--- src/rtl/operand_history_buffer_if.sv ---
// Bundle between operand entry logic / ALU input mux and the operand history buffer.
// The master side drives the keypad-style controls; the slave side (the buffer) drives the read-back.
interface operand_history_buffer_if #(
  parameter int WIDTH = 9,
  parameter int DEPTH = 4
);
  localparam int CW = $clog2(DEPTH + 1);
  localparam int PW = $clog2(DEPTH);

  logic [WIDTH-1:0] op_in;
  logic             enter;
  logic             recall;
  logic             clear;
  logic [WIDTH-1:0] last_op;
  logic [WIDTH-1:0] op_out;
  logic [CW-1:0]    count;
  logic [PW-1:0]    recall_idx;
  logic             full;

  modport master (
    output op_in, enter, recall, clear,
    input  last_op, op_out, count, recall_idx, full
  );

  modport slave (
    input  op_in, enter, recall, clear,
    output last_op, op_out, count, recall_idx, full
  );
endinterface

--- src/rtl/operand_history_buffer.sv ---
// Circular history of the last DEPTH committed operands with a wrap-around recall cursor.
// Outputs are decoded from registered state only; enter/recall are edge-detected level inputs.
module operand_history_buffer #(
  parameter int WIDTH = 9,
  parameter int DEPTH = 4
) (
  input logic                      clk,
  input logic                      nrst,
  operand_history_buffer_if.slave  bus
);
  localparam int CW = $clog2(DEPTH + 1);
  localparam int PW = $clog2(DEPTH);
  localparam int IW = PW + 1;
  localparam logic [PW-1:0] PTR_LAST = PW'(DEPTH - 1);
  localparam logic [CW-1:0] CNT_FULL = CW'(DEPTH);

  logic [WIDTH-1:0] mem_q [DEPTH];
  logic [PW-1:0]    wr_ptr_q, wr_ptr_d;
  logic [CW-1:0]    count_q, count_d;
  logic [PW-1:0]    cursor_q, cursor_d;
  logic             enter_q, recall_q;
  logic             enter_p_s, recall_p_s;
  logic             push_s;
  logic [PW-1:0]    newest_idx_s, recall_mem_idx_s;

  // Age 0 is the slot just behind the write pointer; the sum never exceeds 2*DEPTH-2, so one subtract wraps it.
  function automatic logic [PW-1:0] age_to_idx(input logic [PW-1:0] wp, input logic [PW-1:0] age);
    logic [IW-1:0] sum;
    sum = IW'(wp) + IW'(DEPTH - 1) - IW'(age);
    if (sum >= IW'(DEPTH)) begin
      age_to_idx = PW'(sum - IW'(DEPTH));
    end else begin
      age_to_idx = PW'(sum);
    end
  endfunction

  assign enter_p_s  = bus.enter  & ~enter_q;
  assign recall_p_s = bus.recall & ~recall_q;

  // Next-state decode with clear > enter > recall; losing pulses are dropped.
  always_comb begin
    wr_ptr_d = wr_ptr_q;
    count_d  = count_q;
    cursor_d = cursor_q;
    push_s   = 1'b0;
    if (bus.clear) begin
      count_d  = {CW{1'b0}};
      cursor_d = {PW{1'b0}};
    end else if (enter_p_s) begin
      push_s   = 1'b1;
      wr_ptr_d = (wr_ptr_q == PTR_LAST) ? {PW{1'b0}} : wr_ptr_q + PW'(1);
      count_d  = (count_q == CNT_FULL) ? count_q : count_q + CW'(1);
      cursor_d = {PW{1'b0}};
    end else if (recall_p_s) begin
      if (count_q != {CW{1'b0}}) begin
        cursor_d = (CW'(cursor_q) == count_q - CW'(1)) ? {PW{1'b0}} : cursor_q + PW'(1);
      end else begin
        cursor_d = cursor_q;
      end
    end else begin
      cursor_d = cursor_q;
    end
  end

  // Control state and edge-detect history.
  always_ff @(posedge clk or negedge nrst) begin
    if (!nrst) begin
      wr_ptr_q <= {PW{1'b0}};
      count_q  <= {CW{1'b0}};
      cursor_q <= {PW{1'b0}};
      enter_q  <= 1'b0;
      recall_q <= 1'b0;
    end else begin
      wr_ptr_q <= wr_ptr_d;
      count_q  <= count_d;
      cursor_q <= cursor_d;
      enter_q  <= bus.enter;
      recall_q <= bus.recall;
    end
  end

  // Operand storage; op_in is only captured on a winning enter pulse.
  always_ff @(posedge clk or negedge nrst) begin
    if (!nrst) begin
      for (int i = 0; i < DEPTH; i++) begin
        mem_q[i] <= {WIDTH{1'b0}};
      end
    end else if (push_s) begin
      mem_q[wr_ptr_q] <= bus.op_in;
    end else begin
      mem_q[wr_ptr_q] <= mem_q[wr_ptr_q];
    end
  end

  assign newest_idx_s     = age_to_idx(wr_ptr_q, {PW{1'b0}});
  assign recall_mem_idx_s = age_to_idx(wr_ptr_q, cursor_q);

  // Stale storage after a clear is masked by the empty check.
  assign bus.last_op    = (count_q == {CW{1'b0}}) ? {WIDTH{1'b0}} : mem_q[newest_idx_s];
  assign bus.op_out     = (count_q == {CW{1'b0}}) ? {WIDTH{1'b0}} : mem_q[recall_mem_idx_s];
  assign bus.count      = count_q;
  assign bus.recall_idx = cursor_q;
  assign bus.full       = (count_q == CNT_FULL);
endmodule
--- src/flat_wrapper.sv ---
// flat-port wrapper written by rule: the top's interface ports become plain ports
module operand_history_buffer_flat 
#(
  parameter int WIDTH = 9,
  parameter int DEPTH = 4
)
  (clk, nrst, bus_op_in, bus_enter, bus_recall, bus_clear, bus_last_op, bus_op_out, bus_count, bus_recall_idx, bus_full);
  operand_history_buffer_if #(.WIDTH(WIDTH), .DEPTH(DEPTH)) bus_i ();
  input logic clk;
  input logic nrst;
  input wire logic [$bits(bus_i.op_in)-1:0] bus_op_in;
  input wire logic [$bits(bus_i.enter)-1:0] bus_enter;
  input wire logic [$bits(bus_i.recall)-1:0] bus_recall;
  input wire logic [$bits(bus_i.clear)-1:0] bus_clear;
  output wire logic [$bits(bus_i.last_op)-1:0] bus_last_op;
  output wire logic [$bits(bus_i.op_out)-1:0] bus_op_out;
  output wire logic [$bits(bus_i.count)-1:0] bus_count;
  output wire logic [$bits(bus_i.recall_idx)-1:0] bus_recall_idx;
  output wire logic [$bits(bus_i.full)-1:0] bus_full;
  assign bus_i.op_in = bus_op_in;
  assign bus_i.enter = bus_enter;
  assign bus_i.recall = bus_recall;
  assign bus_i.clear = bus_clear;
  assign bus_last_op = bus_i.last_op;
  assign bus_op_out = bus_i.op_out;
  assign bus_count = bus_i.count;
  assign bus_recall_idx = bus_i.recall_idx;
  assign bus_full = bus_i.full;
  operand_history_buffer #(.WIDTH(WIDTH), .DEPTH(DEPTH)) u_core (.clk(clk), .nrst(nrst), .bus(bus_i));
endmodule
--- config.mk ---
export PLATFORM = sky130hd
export DESIGN_NAME = operand_history_buffer_flat
export DESIGN_NICKNAME = d
export VERILOG_FILES = /design/src/rtl/operand_history_buffer_if.sv /design/src/rtl/operand_history_buffer.sv /design/src/flat_wrapper.sv
export SDC_FILE = /design/constraint.sdc
export NUM_CORES = 1
export LEC_CHECK = 0
export BUFFER_PORTS_ARGS = -buffer_cell sky130_fd_sc_hd__buf_2
export CAP_MARGIN = 20
export CORE_MARGIN = 2
export CORE_UTILIZATION = 62
export DETAILED_ROUTE_END_ITERATION = 8
export GPL_ROUTABILITY_DRIVEN = 0
export PLACE_DENSITY_LB_ADDON = 0.05
export REMOVE_ABC_BUFFERS = 1
export SLEW_MARGIN = 30
export SYNTH_ARGS = -nofsm -noshare
export SYNTH_HDL_FRONTEND = slang
export SYNTH_SLANG_ARGS = --single-unit
--- constraint.sdc ---
create_clock -name clk -period 7.05 [get_ports clk]
set_clock_uncertainty 0.15 [all_clocks]
set_input_delay 0.705 -clock clk [delete_from_list [all_inputs] [get_ports clk]]
set_output_delay 0.705 -clock clk [all_outputs]
set_load 0.005 [all_outputs]
Word level (Yosys, flattened, before mapping). Index checks and enable logic that the tools add are counted.

Register bits after elaboration: 45. Input port bits: 14. Output and inout port bits: 24. Word-level logic and storage cells: 73.

Add/sub/neg operators: 8. Magnitude comparators: 6. Eq/ne operators: 4. Mux-type cells: 29. Bitwise operators: 8. Reduce and logical (&&, ||, !) cells: 9.

Operators with widths (number): $mux 9 (9); $bwmux 36 (2); $bmux 9 s2 (3); $mux 36 (1); $demux 9 s2 (1); $mux 2 (8); $ge 3x3->1 const B (5); $mux 3 (3); $not 2->3 (3); $reduce_bool 3->1 (3); $reduce_and 2->1 (3); $add 2x1->2 const B (2); $sub 2x1->2 const B (2); $add 2x2->3 const B (1); $add 3x1->3 const B (1); $eq 2x3->1 (1); $eq 3x3->1 const B (1); $logic_not 3->1 (1); $lt 3x1->1 const B (1); $not 1->1 (3); $sub 3x1->3 const B (1); $sub 3x2->3 (1); $and 1x1->1 (2); $eq 2x2->1 const B (1); 4 further kinds (5).

Logic depth before layout (Yosys ltp).
Depth after elaboration: 9. Gate-level depth with buffers: 8.

Worst setup path after synthesis. No wires, ideal clock.

Path kind: register to output. From: register u_core.wr_ptr_q[0]. To: output port bus_op_out[8]. Arrival: 2.453 ns. Data required time: 6.195 ns. Slack: 3.742 ns. Stages on the path, launching flop included: 8. Path buffers: 2. Cells stage by stage: dfrtp_1 buf_2 buf_2 inv_1 ha_1 xnor2_2 mux4_2 nor2b_1.

Word-level cells in the longest chain between the ends: 9. Elaborated cells between the ends (all ways): 10.

Ends and longest elaborated chain: start: declaration (line operand_history_buffer.sv:18) `logic [PW-1:0] wr_ptr_q, wr_ptr_d;`; start signal: assignment (line operand_history_buffer.sv:68) `wr_ptr_q <= {PW{1'b0}};`; start signal: assignment (line operand_history_buffer.sv:74) `wr_ptr_q <= wr_ptr_d;`; $add 2x2->3 (*) (line operand_history_buffer.sv:29) `sum = IW'(wp) + IW'(DEPTH - 1) - IW'(age);`; $sub 3x2->3 (*) (line operand_history_buffer.sv:29); $ge 3x3->1 or $sub 2x1->2 (tied branches) (line operand_history_buffer.sv:30, operand_history_buffer.sv:31); $mux 2 (*) (line operand_history_buffer.sv:30) `if (sum >= IW'(DEPTH)) begin`; $not 2->3 (not written as such) (*) (line operand_history_buffer.sv:100) `assign bus.op_out = (count_q == {CW{1'b0}}) ? {WIDTH{1'b0}} : mem_q[recall_mem_idx_s];`; $bmux 9 s2 (*) (line operand_history_buffer.sv:100); $mux 9 (not written as such) (*) (2 in series) (line operand_history_buffer.sv:100); $mux 9 (*) (line operand_history_buffer.sv:100); end: declaration (line flat_wrapper.sv:16) `output wire logic [$bits(bus_i.op_out)-1:0] bus_op_out;`.

Every way passes the cells marked *; elsewhere a longest branch is shown, timed or not. The select of a mux whose other input is x is not followed.

Final worst setup path.
From: register u_core.wr_ptr_q[1]. To: output port bus_op_out[8].

The elaborated chain is that of the path after synthesis.

==> flow_summary_export.csv <==
group,metric,value,unit
power_and_ir_drop,p_leak,1.190,nW
timing,fin_setup_tns,0,ps
global_routing,grt_overflow,0,
global_routing,globalRouteTotalUtil,0.2465,
final_layout,syn2layout_area_growth,10.50,%
global_routing,busiest_layer,"met2",
worst_setup_path,r2r_setup_slack,4630,ps
global_routing,grt_pass1_vias,1963,
clocking,clk_latency,290,ps
detailed_routing,drt_wl_total,5606,um
power_and_ir_drop,p_total,1.254,mW
yosys,synth_area_leaders,"dfrtp_1 42%, mux4_2 23%, a21oi_1 6.9%, nor2_1 5.5%, nor2b_1 4.9%",
worst_setup_path,critPathMaxFanout,12,
clocking,cts_max_path_buffers,2,
timing,fin_crit,4130,ps
yosys,ys_top_cells_by_count,"45 x dfrtp_1, 39 x nor2_1, 37 x a21oi_1, 27 x mux4_2, 21 x nor2b_1",
run_status,status,"completed",
placement,pre_cts_ws,3220,ps
yosys,synth_cells,232,
worst_setup_path,worst_r2r_path_depth,5,
yosys,yosysWarnings,0,
yosys,synthXorXnorAreaFrac,0.02250,
placement,port_buffers,37,
final_layout,fin_nets,284,
global_routing,grt_pass1_wl,9315,um
worst_setup_path,rr_startpoint,"u_core.enter_q",
final_layout,drive_above_1_share,0.2901,
timing,setup_viol,0,
detailed_routing,routed_via_density,6.163,
yosys,yosysSeqAreaShare,0.4219,
clocking,ctsResizeCount,0,
worst_setup_path,end_kind,"primary output",
floorplanning,ios,38,
clocking,ctsHoldBuffers,0,
yosys,synth_top_family_by_area,"multiplexers",
clocking,cts_root_buffer,"clkbuf_8",
final_layout,final_cells,312,
yosys,syn-cell-area,2669,um^2
worst_setup_path,worstSetupPathType,"reg -> out",
yosys,netlist.area_leader.share,0.4219,
timing,slew_headroom,0.4997,
global_routing,antenna_found_initial,0,
yosys,synth_edf_count,0,
timing,worst_slack,2920,ps
yosys,yosysTopAreaCell,"dfrtp_1",
yosys,synth_compound_area_frac,0.08486,
timing,period_share,0.5858,
floorplanning,std_cell_rows,23,
timing,hold_violations,0,
power_and_ir_drop,power.density,425.1,nW/um^2
flow_run,drv_cap,0,
placement,post-place-cells,305,
clocking,clock_sinks,45,
global_routing,grt.met2_usage,0.4038,
floorplanning,die_w,69.61,um
clocking,htreeDepth,2,
worst_setup_path,cp-startpoint,"u_core.wr_ptr_q[1]",
detailed_routing,num_vias,1923,
placement,place_hpwl,3744,um
timing,rsz0062_at_grt,"no",
min_path,hold_class,"in -> async",
yosys,synth_fa_ha_area_frac,0.03751,
clocking,cts_tree,"yes",
floorplanning,die_h,69.61,um
yosys,synth_mux_area_frac,0.2654,
yosys,synth_ff_type,"dfrtp_1",
clocking,post_cts_buffers,0,
floorplanning,dieArea,4846,um^2
detailed_routing,ant_nets,0,
yosys,synth-simple-area-share,0.1313,
floorplanning,initial_core_util,0.6577,
global_routing,grt_start_max_net_pins,46,
yosys,async_flop_share,1.000,
power_and_ir_drop,ir_worst_vdd,254.4,uV
worst_setup_path,r2r_end,"u_core.mem_q[13]",
timing,clock.fmax,0.2421,GHz
clocking,clk_pin_slew,80,ps
detailed_routing,dr.pass1.iters,4,
detailed_routing,wire_per_inst,17.97,um
floorplanning,design.core.area,4058,um^2
global_routing,grtUsageMet1,0.3327,
detailed_routing,route.detailed.drc,0,
worst_setup_path,start_kind,"flop",
timing,drv_slew,0,
timing,worst_pin_slew,750.4,ps
yosys,synth_most_common_cell,"dfrtp_1",
yosys,synth_cell_types,29,
final_layout,n_antenna_cell,0,
worst_setup_path,critPathArrivalTime,3270,ps
worst_setup_path,critPathRequiredTime,6190,ps
detailed_routing,drt_iter0_markers,132,
global_routing,grt_use_met3,0.04360,
clocking,cts_made_buffers,5,
yosys,avgSynthCellArea,11.50,um^2
yosys,synth_seq_cells,45,
## power breakdown
part	switching (mW)	internal, mW
sequential	0.112	0.360
combinational	0.286	0.335
clock	0.0833	0.0779
total	0.480	0.773
## worst max-delay path, stage by stage, from the launching register on
cell     delay [ps]
dfrtp_1         790
inv_1           180
ha_1            550
xnor2_2         620
mux4_2          580
nor2b_1         140
buf_2           120
## flip-flops by register name (all words and copies together) (netlist names)
name                   cells
u_core.bus.recall_idx      2
u_core.recall_q            1
u_core.bus.count           3
u_core.wr_ptr_q            2
u_core.enter_q             1
u_core.mem_q              36
## routing by layer
| metal | routed length (um) | part of all wire | up-vias |
|---|---|---|---|
| li1 | - | - | 890 |
| met1 | 2471 | 0.44 | 961 |
| met2 | 2799 | 0.50 | 66 |
| met3 | 289 | 0.052 | 6 |
| met4 | 45 | 0.0080 | 0 |
| met5 | 0 | 0 | - |
## per-stage QoR
step / instance area (um^2) / hold slack [ps] / utilization
after floorplan: 2590 / 259.4 / -
after CTS: 2949 / 272.2 / 0.7268
final: 2949 / 242.6 / 0.7268
after global placement: 2860 / 402.8 / 0.7049
after detailed placement: 2863 / 416.3 / 0.7055
after global routing: 2949 / 309.5 / 0.7268
## cells in the final DEF (no fill, tap or decap), types with 2 or more instances in the layout
cell type | synthesis | layout
dfrtp_1 | 45 | 45
nor2_1 | 39 | 39
a21oi_1 | 37 | 37
buf_2 | 3 | 36
mux4_2 | 27 | 27
nor2b_1 | 21 | 21
mux2i_1 | 10 | 10
ha_1 | 8 | 8
clkbuf_8 | 0 | 6
inv_1 | 5 | 5
buf_4 | 1 | 4
xor2_1 | 3 | 3
nand2_1 | 3 | 3
o21ai_1 | 3 | 3
xnor2_1 | 2 | 2
## logic make-up (layout without fill, tap and decap cells)
family          Yosys count  in the layout
fa+ha+maj                 8              8
xor+xnor                  6              6
mux                      37             37
simple gates             71             71
buf+inv                  22             52
flops                    45             45
compound gates           43             43
## how the worst max path moves through the flow
stage / endpoint / slack [ps] / cells after the start
after detailed placement: bus_op_out[8] / 3220 / 6
after global routing: bus_op_out[8] / 2690 / 6
after CTS: bus_op_out[8] / 2900 / 6
final: bus_op_out[8] / 2920 / 6
after global placement: bus_op_out[8] / 3270 / 6
after floorplan: bus_op_out[8] / 3540 / 5
## area by class of cell
type	instances	area, um^2
repair buffers	40	210.2
fillers	296	1109
multi-input cells	165	1445
flip-flops and latches	45	1126
well taps	50	62.56
inverters	5	18.77
clock buffers	7	86.33
No activity file was read; power rests on OpenSTA's default activity.
